### src/rtl/fwd_hazard_ctrl_if.sv
// Bus between the ID-stage decode and the forwarding/hazard controller.
// The master drives the ID-stage fields and flush; the slave returns the mux
// selects, the stall/bubble controls and the stall counter.
interface fwd_hazard_ctrl_if #(
   parameter int unsigned REG_AW = 5,
   parameter int unsigned CNT_W  = 16
);

   logic              id_valid;
   logic [REG_AW-1:0] id_rs;
   logic [REG_AW-1:0] id_rt;
   logic              id_uses_rs;
   logic              id_uses_rt;
   logic [REG_AW-1:0] id_rd;
   logic              id_regwrite;
   logic              id_memread;
   logic              flush;

   logic [1:0]        fwd_a_sel;
   logic [1:0]        fwd_b_sel;
   logic              stall;
   logic              bubble;
   logic [CNT_W-1:0]  stall_count;

   modport master (
      output id_valid, id_rs, id_rt, id_uses_rs, id_uses_rt,
             id_rd, id_regwrite, id_memread, flush,
      input  fwd_a_sel, fwd_b_sel, stall, bubble, stall_count
   );

   modport slave (
      input  id_valid, id_rs, id_rt, id_uses_rs, id_uses_rt,
             id_rd, id_regwrite, id_memread, flush,
      output fwd_a_sel, fwd_b_sel, stall, bubble, stall_count
   );

endinterface

### src/rtl/fwd_hazard_ctrl.sv
// Forwarding and load-use hazard controller for the 5-stage MIPS pipeline.
// Keeps a tag pipeline (EX/MEM/WB) of destination registers and derives the
// ALU-operand forwarding selects plus the one-cycle load-use stall/bubble.
module fwd_hazard_ctrl #(
   parameter int unsigned REG_AW = 5,
   parameter int unsigned CNT_W  = 16
) (
   input  logic             Clk,
   input  logic             Rst_n,
   fwd_hazard_ctrl_if.slave bus
);

   // Full tag for the instruction in EX; it still needs its source fields.
   typedef struct packed {
      logic              valid;
      logic              regwrite;
      logic              memread;
      logic [REG_AW-1:0] rd;
      logic [REG_AW-1:0] rs;
      logic [REG_AW-1:0] rt;
      logic              uses_rs;
      logic              uses_rt;
   } ex_slot_t;

   // Past EX only the producer side of the tag matters.
   typedef struct packed {
      logic              valid;
      logic              regwrite;
      logic              memread;
      logic [REG_AW-1:0] rd;
   } mem_slot_t;

   typedef struct packed {
      logic              valid;
      logic              regwrite;
      logic [REG_AW-1:0] rd;
   } wb_slot_t;

   ex_slot_t         r_ex;
   mem_slot_t        r_mem;
   wb_slot_t         r_wb;
   logic [CNT_W-1:0] r_stall_count;

   ex_slot_t         w_ex_next;
   logic             w_hz;
   logic             w_mem_fwd_ok;
   logic             w_wb_fwd_ok;
   logic [1:0]       w_fwd_a_sel;
   logic [1:0]       w_fwd_b_sel;

   // Select for one ALU operand; the younger producer in MEM wins over WB.
   function automatic logic [1:0] fwd_sel(
      input logic              ex_valid,
      input logic              uses,
      input logic [REG_AW-1:0] src,
      input logic              mem_ok,
      input logic [REG_AW-1:0] mem_rd,
      input logic              wb_ok,
      input logic [REG_AW-1:0] wb_rd
   );
      logic [1:0] sel;
      sel = 2'b00;
      if (ex_valid && uses) begin
         if (mem_ok && (mem_rd == src)) begin
            sel = 2'b10;
         end else if (wb_ok && (wb_rd == src)) begin
            sel = 2'b01;
         end
      end
      return sel;
   endfunction

   // Load-use detection: a load in EX feeding a source of the ID instruction.
   always_comb begin
      w_hz = 1'b0;
      if (bus.id_valid && !bus.flush && r_ex.valid && r_ex.memread &&
          r_ex.regwrite && (r_ex.rd != '0)) begin
         w_hz = (bus.id_uses_rs && (bus.id_rs == r_ex.rd)) ||
                (bus.id_uses_rt && (bus.id_rt == r_ex.rd));
      end
   end

   // Next EX slot: ID fields when the instruction advances, otherwise a bubble.
   always_comb begin
      w_ex_next = '0;
      if (bus.id_valid && !w_hz && !bus.flush) begin
         w_ex_next.valid    = 1'b1;
         w_ex_next.regwrite = bus.id_regwrite;
         w_ex_next.memread  = bus.id_memread;
         w_ex_next.rd       = bus.id_rd;
         w_ex_next.rs       = bus.id_rs;
         w_ex_next.rt       = bus.id_rt;
         w_ex_next.uses_rs  = bus.id_uses_rs;
         w_ex_next.uses_rt  = bus.id_uses_rt;
      end
   end

   // Forward selects from registered slots only; loads in MEM and $0 never forward.
   always_comb begin
      w_mem_fwd_ok = r_mem.valid && r_mem.regwrite && !r_mem.memread && (r_mem.rd != '0);
      w_wb_fwd_ok  = r_wb.valid && r_wb.regwrite && (r_wb.rd != '0);
      w_fwd_a_sel  = fwd_sel(r_ex.valid, r_ex.uses_rs, r_ex.rs,
                             w_mem_fwd_ok, r_mem.rd, w_wb_fwd_ok, r_wb.rd);
      w_fwd_b_sel  = fwd_sel(r_ex.valid, r_ex.uses_rt, r_ex.rt,
                             w_mem_fwd_ok, r_mem.rd, w_wb_fwd_ok, r_wb.rd);
   end

   // Tag pipeline advances every cycle; it has no hold.
   always_ff @(posedge Clk or negedge Rst_n) begin
      if (!Rst_n) begin
         r_ex  <= '0;
         r_mem <= '0;
         r_wb  <= '0;
      end else begin
         r_ex           <= w_ex_next;
         r_mem.valid    <= r_ex.valid;
         r_mem.regwrite <= r_ex.regwrite;
         r_mem.memread  <= r_ex.memread;
         r_mem.rd       <= r_ex.rd;
         r_wb.valid     <= r_mem.valid;
         r_wb.regwrite  <= r_mem.regwrite;
         r_wb.rd        <= r_mem.rd;
      end
   end

   // Saturating count of load-use stall cycles.
   always_ff @(posedge Clk or negedge Rst_n) begin
      if (!Rst_n) begin
         r_stall_count <= '0;
      end else if (w_hz && (r_stall_count != '1)) begin
         r_stall_count <= r_stall_count + CNT_W'(1);
      end
   end

   assign bus.stall       = w_hz;
   assign bus.bubble      = w_hz | bus.flush;
   assign bus.fwd_a_sel   = w_fwd_a_sel;
   assign bus.fwd_b_sel   = w_fwd_b_sel;
   assign bus.stall_count = r_stall_count;

endmodule

### src/flat_wrapper.sv
// flat-port wrapper written by rule: the top's interface ports become plain ports
module fwd_hazard_ctrl_flat 
#(
   parameter int unsigned REG_AW = 5,
   parameter int unsigned CNT_W  = 16
)
  (Clk, Rst_n, bus_id_valid, bus_id_rs, bus_id_rt, bus_id_uses_rs, bus_id_uses_rt, bus_id_rd, bus_id_regwrite, bus_id_memread, bus_flush, bus_fwd_a_sel, bus_fwd_b_sel, bus_stall, bus_bubble, bus_stall_count);
  fwd_hazard_ctrl_if #(.REG_AW(REG_AW), .CNT_W(CNT_W)) bus_i ();
  input  logic Clk;
  input  logic Rst_n;
  input wire logic [$bits(bus_i.id_valid)-1:0] bus_id_valid;
  input wire logic [$bits(bus_i.id_rs)-1:0] bus_id_rs;
  input wire logic [$bits(bus_i.id_rt)-1:0] bus_id_rt;
  input wire logic [$bits(bus_i.id_uses_rs)-1:0] bus_id_uses_rs;
  input wire logic [$bits(bus_i.id_uses_rt)-1:0] bus_id_uses_rt;
  input wire logic [$bits(bus_i.id_rd)-1:0] bus_id_rd;
  input wire logic [$bits(bus_i.id_regwrite)-1:0] bus_id_regwrite;
  input wire logic [$bits(bus_i.id_memread)-1:0] bus_id_memread;
  input wire logic [$bits(bus_i.flush)-1:0] bus_flush;
  output wire logic [$bits(bus_i.fwd_a_sel)-1:0] bus_fwd_a_sel;
  output wire logic [$bits(bus_i.fwd_b_sel)-1:0] bus_fwd_b_sel;
  output wire logic [$bits(bus_i.stall)-1:0] bus_stall;
  output wire logic [$bits(bus_i.bubble)-1:0] bus_bubble;
  output wire logic [$bits(bus_i.stall_count)-1:0] bus_stall_count;
  assign bus_i.id_valid = bus_id_valid;
  assign bus_i.id_rs = bus_id_rs;
  assign bus_i.id_rt = bus_id_rt;
  assign bus_i.id_uses_rs = bus_id_uses_rs;
  assign bus_i.id_uses_rt = bus_id_uses_rt;
  assign bus_i.id_rd = bus_id_rd;
  assign bus_i.id_regwrite = bus_id_regwrite;
  assign bus_i.id_memread = bus_id_memread;
  assign bus_i.flush = bus_flush;
  assign bus_fwd_a_sel = bus_i.fwd_a_sel;
  assign bus_fwd_b_sel = bus_i.fwd_b_sel;
  assign bus_stall = bus_i.stall;
  assign bus_bubble = bus_i.bubble;
  assign bus_stall_count = bus_i.stall_count;
  fwd_hazard_ctrl #(.REG_AW(REG_AW), .CNT_W(CNT_W)) u_core (.Clk(Clk), .Rst_n(Rst_n), .bus(bus_i));
endmodule
### config.mk
export PLATFORM = sky130hd
export DESIGN_NAME = fwd_hazard_ctrl_flat
export DESIGN_NICKNAME = d
export VERILOG_FILES = /design/src/rtl/fwd_hazard_ctrl_if.sv /design/src/rtl/fwd_hazard_ctrl.sv /design/src/flat_wrapper.sv
export SDC_FILE = /design/constraint.sdc
export NUM_CORES = 1
export LEC_CHECK = 0
export BUFFER_PORTS_ARGS = -buffer_cell sky130_fd_sc_hd__buf_2
export CAP_MARGIN = 20
export CELL_PAD_IN_SITES_DETAIL_PLACEMENT = 1
export CELL_PAD_IN_SITES_GLOBAL_PLACEMENT = 1
export CORE_UTILIZATION = 43
export DETAILED_ROUTE_END_ITERATION = 6
export PLACE_DENSITY = 0.84
export SYNTH_ARGS = -nofsm -noshare
export SYNTH_HDL_FRONTEND = slang
export SYNTH_SLANG_ARGS = --single-unit
### constraint.sdc
create_clock -name Clk -period 2.1 [get_ports Clk]
set_input_delay 0.315 -clock Clk [delete_from_list [all_inputs] [get_ports Clk]]
set_output_delay 0.315 -clock Clk [all_outputs]
set_load 0.005 [all_outputs]
Word-level counts from Yosys, hierarchy flattened
Index checks and enable logic that the tools add are counted.
{"block": "word_totals", "out_inout_bits": 22, "register_bits": 51, "elab_cells": 61, "inputBits": 23}
{"block": "op_classes", "muxes": 8, "bitwise": 1, "reduce_logical": 28, "eq_ne": 7, "n_addsub": 1}
{"operator": "$eq A5 B5 Y1", "count": 6}
{"operator": "$logic_and A1 B1 Y1", "count": 21}
{"operator": "$mux W20", "count": 1}
{"operator": "$add A16 B1 Y16 const B", "count": 1}
{"operator": "$ne A16 B16 Y1 const B", "count": 1}
{"operator": "$reduce_bool A5 Y1", "count": 3}
{"operator": "$mux W2", "count": 4}
{"operator": "$logic_not A1 Y1", "count": 3}
{"operator": "$mux W1", "count": 3}
{"operator": "$logic_or A1 B1 Y1", "count": 1}
{"operator": "$or A1 B1 Y1", "count": 1}

Longest topological paths before layout
{"block": "depth", "ltp_word": 11, "mapped_depth": 6, "ltp_nobuf": 6}

Worst setup path after synthesis
No wires, ideal clock.
{"block": "synth_path", "path_type": "register -> output", "start": "register u_core.r_ex[12] in the netlist's numbering", "end": "output bus_bubble", "required_time_ns": 1.785, "n_path_buf": 0, "arrival_time_ns": 1.563, "setup_slack_ns": 0.222, "stages_incl_launch_ff": 5, "path_cell_list": "dfrtp_1 or4_4 o211a_4 and2_1 or2_1"}
{"block": "synth_between", "elab_chain_cells": 5, "elab_cells_between_ends": 9, "classes_between": "eq/ne: 2; mux: 1; bitwise: 1; reduce/logical: 5"}
{"element": "start, declared", "line": "fwd_hazard_ctrl.sv:39", "source": "ex_slot_t r_ex;"}
{"element": "start signal, assigned", "line": "fwd_hazard_ctrl.sv:115", "source": "r_ex <= w_ex_next;"}
{"element": "$eq A5 B5 Y1, on equally long branches", "line": "fwd_hazard_ctrl.sv:78, fwd_hazard_ctrl.sv:79"}
{"element": "$logic_and A1 B1 Y1, on equally long branches", "line": "fwd_hazard_ctrl.sv:78, fwd_hazard_ctrl.sv:79"}
{"element": "$logic_or A1 B1 Y1", "line": "fwd_hazard_ctrl.sv:78", "source": "w_hz = (bus.id_uses_rs && (bus.id_rs == r_ex.rd)) ||"}
{"element": "$mux W1 (*)", "line": "fwd_hazard_ctrl.sv:76", "source": "if (bus.id_valid && !bus.flush && r_ex.valid && r_ex.memread &&"}
{"element": "via bus_stall", "line": "flat_wrapper.sv:22", "source": "output wire logic [$bits(bus_i.stall)-1:0] bus_stall;"}
{"element": "$or A1 B1 Y1 (*)", "line": "fwd_hazard_ctrl.sv:136", "source": "assign bus.bubble = w_hz | bus.flush;"}
{"element": "end, declared", "line": "flat_wrapper.sv:23", "source": "output wire logic [$bits(bus_i.bubble)-1:0] bus_bubble;"}
The timed path passes the listed nets; every way through them passes the cells marked *.

Worst setup path after layout
{"block": "layout_path", "start": "register u_core.r_ex[12] in the netlist's numbering", "end": "output bus_bubble"}
{"block": "layout_between", "elab_chain_cells": 5, "elab_cells_between_ends": 9, "classes_between": "eq/ne: 2; mux: 1; bitwise: 1; reduce/logical: 5"}
{"element": "$eq A5 B5 Y1, on equally long branches", "line": "fwd_hazard_ctrl.sv:78, fwd_hazard_ctrl.sv:79"}
{"element": "$logic_and A1 B1 Y1, on equally long branches", "line": "fwd_hazard_ctrl.sv:78, fwd_hazard_ctrl.sv:79"}
{"element": "$logic_or A1 B1 Y1", "line": "fwd_hazard_ctrl.sv:78"}
{"element": "$mux W1 (*)", "line": "fwd_hazard_ctrl.sv:76"}
{"element": "$or A1 B1 Y1 (*)", "line": "fwd_hazard_ctrl.sv:136"}
Every way passes the cells marked *; elsewhere a longest branch is shown, timed or not.

==> metrics.md <==
| Metric | Value |
|---|---|
| Final worst slack | `-165.8 ps` |
| Synthesis warning total | `0` |
| CP startpoint | `u_core.r_ex[12]` |
| DP Area | `0.002638 mm²` |
| Status | `finished, violations left` |
| Final hold slack | `-6.589 ps` |
| Num CTS Buffers | `5` |
| Area growth syn-to-layout | `24.23%` |
| Final net count | `about 280` |
| Post-Syn Area | `0.002287 mm²` |
| CP Class | `reg2out` |
| RSZ-0062 raised after global routing | `yes` |
| Die H | `74.93 µm` |
| Power per cell area | `slightly above 600 mW/mm²` |
| Remaining Overflow, GRT | `0` |
| Final Setup Violations | `5` |
| Max Fclk | `0.4413 GHz` |
| Initial antenna violation count | `0` |
| Initial Util | `44.78%` |
| RePlAce Congestion | `0.7988` |
| Dominant cell type by area after synthesis | `dfrtp_1` |
| Cells after synthesis | `about 190` |
| Cells along the critical path | `or4_4 > o211a_4 > and2_4 > or2_1 > buf_2` |
| Startpoint types | `register` |
| Final Hold Fails | `23` |
| Crit Path Max Fanout | `2` |
| Worst EP required | `1780 ps` |
| Vias per cell | `about 5.0` |
| Initial DRC count | `57` |
| Crit end category | `primary output` |
| Io pins | `45` |
| Clock transition at the registers of the reported paths | `90 ps` |
| CTS Buffer Depth | `2` |
| Fin crit period | `between 2000 and 2500 ps` |
| Port bufs | `44` |
| Root Buffer | `clkbuf_8` |
| Critical path data arrival time | `just under 2000 ps` |
| Min-Delay Path Class | `in2async` |
| Clock Latency Late Sink | `300 ps` |
| DR vias | `1629` |
| CTS sink count | `51` |
| DRC viols | `0` |
| Post-route ant nets | `0` |
| Largest net degree at the start of global routing | `29` |
| First-pass GRT wire length | `8.280 mm` |
| Slew HR | `63.14%` |
| MaxCap Viol Count | `0` |
| Syn nets | `217` |
| Netlist cell types | `29` |
| Filler Cells Inserted | `between 500 and 600` |
| Vias in the first global route | `~1700` |
| VDD IR max | `0.4159 mV` |
| Syn Area/Cell | `11.85 µm²` |
| CTS Hold Buffers Added | `0` |
| Chip width | `74.93 µm` |
| Critical-path top delay cell | `or4_4` |
| Share of the synthesized area in the top cell type | `55.80%` |
| DP HPWL | `3.809 mm` |
| Leak Pwr | `1.383 nW` |
| H-Tree Depth | `2` |
| #FFs+latches synth | `51` |
| Worst r2r src | `u_core.r_ex[12]` |
| Die area | `0.005615 mm²` |
| Core Rows | `26` |
| Pre-CTS setup slack | `122.9 ps` |
| CTS tree | `built` |
| Placeable Area | `0.005107 mm²` |
| Dpl cells | `roughly 310` |
| Most frequent cells in the layout | `dfrtp_1 (50), buf_2 (44), xnor2_1 (32), and2_1 (21)` |
| DRT Wirelength | `between 5 and 6 mm` |
| Max Slew Vio Count | `0` |
| Worst-Margin Slew | `between 500 and 600 ps` |
| WL per Instance | `15.97 µm` |
| Number of buffers and inverters on the critical path | `1` |
| Seq/Total Area, Yosys | `~56%` |
| Commonest non-fill, non-tap cell in the layout | `dfrtp_1` |
| GRT Util Overall | `20.60%` |
| DRT Pass-1 Iters | `4` |
| ANT cells | `0` |
| CP peak stage delay | `560 ps` |
| Critical path's top delay family | `simple AND/OR/NAND/NOR gates` |
| Share of cells above drive strength 1 | `about a third` |
| Clock skew | `2.988 ps` |
| Failing checks | `negative hold slack, negative setup slack` |
| Synth top area cells | `dfrtp_1 (56%), xnor2_1 (13%), and2_1 (6.0%)` |
| Finished Cell Area | `0.002841 mm²` |
| Post-route insts no fill | `approximately 330` |
| Final Cycle Share | `107.9%` |
final cells by class:
type                       instances  area (µm²)  share of cell area, %
sequential                        51        1277                  44.96
multi-input combinational        138        1051                  36.99
tap                               70       87.58                  3.082
clock inverter                     3       15.01                 0.5284
inverter                           1       3.754                 0.1321
clock buffer                       5       68.82                  2.422
timing repair buffer              58       337.8                  11.89
synthesized netlist by cell type:
library cell / instances
a21oi_2: 1
a21oi_4: 1
and2_1: 22
and3_1: 6
and4b_1: 1
buf_4: 1
buf_6: 2
dfrtp_1: 51
ha_1: 1
inv_1: 1
mux2_2: 1
nand2_1: 10
nand2b_1: 1
nand3_1: 13
nand4_1: 10
nor2_1: 6
nor3_1: 6
nor4_1: 4
nor4_2: 1
o211a_4: 1
o211ai_1: 1
o211ai_2: 1
o21ai_0: 1
o22ai_2: 1
or2_1: 1
or4_1: 2
or4_4: 1
xnor2_1: 33
xor2_1: 12
what timing repair did:
action | CTS | global route
pin swaps | 11 | 3
gates resized for setup | 10 | 4
endpoints found under the setup margin | 6 | 6
buffers inserted | 5 | 1
cell families (layout without fill, tap and decap cells):
group	Yosys count	count (layout)	share of synthesized area, %
AOI/OAI and AO/OA	7	7	3.501
xor gates and xnor gates	45	45	17.23
adders and majority gates	1	1	0.5470
buffers and inverters	4	67	1.477
DFF	51	51	55.80
muxes	1	1	0.4923
and+or+nand+nor	84	84	20.95
worst reg2reg max path, cell delays in order (launching register included):
cell and delay (ps):
dfrtp_1 400, or4_4 560, buf_4 150, buf_4 130, o211ai_4 180, a21oi_2 70, nand2_2 110, mux2_2 330
state kept, by name, indices dropped and copies added, names as in the netlist:
name,cells
u_core.r_ex,20
u_core.r_wb,7
u_core.r_mem,8
u_core.bus.stall_count,16
power breakdown:
| group | internal (mW) | switching (mW) | total, mW |
|---|---|---|---|
| sequential | 1.01 | 0.0282 | 1.04 |
| clock | 0.229 | 0.313 | 0.541 |
| combinational | 0.0787 | 0.0834 | 0.162 |
layer usage:
layer / vias up / share of wire (%) / global-route usage [%]
li1: 782 / - / -
met1: 809 / 45 / 27.49
met2: 33 / 50 / 34.23
met3: 5 / 2.8 / 3.882
met4: 0 / 1.4 / 6.499
met5: - / 0 / 0
worst paths after layout:
path                                        endpoint  depth (start not counted)  slack [ps]
setup / recovery                          bus_bubble                          5        -170
hold / removal             u_core.bus.stall_count[4]                          1          -7
setup reg to reg           u_core.bus.stall_count[1]                          7          70
hold reg to reg                       u_core.r_wb[6]                          0         390
max in group asynchronous             u_core.r_ex[9]                          2        1580
min in group Clk                     u_core.r_ex[18]                          2         220
per-stage QoR:
stage               utilization (%)  TNS, ps  power, mW
floorplan                         -        0      1.122
global placement              51.64        0      1.188
detailed placement            51.64        0      1.195
CTS                           55.10   -311.9      1.749
global route                  55.63   -573.9      1.813
finish                        55.63   -219.1      1.739
No activity file was read; power rests on OpenSTA's default activity.
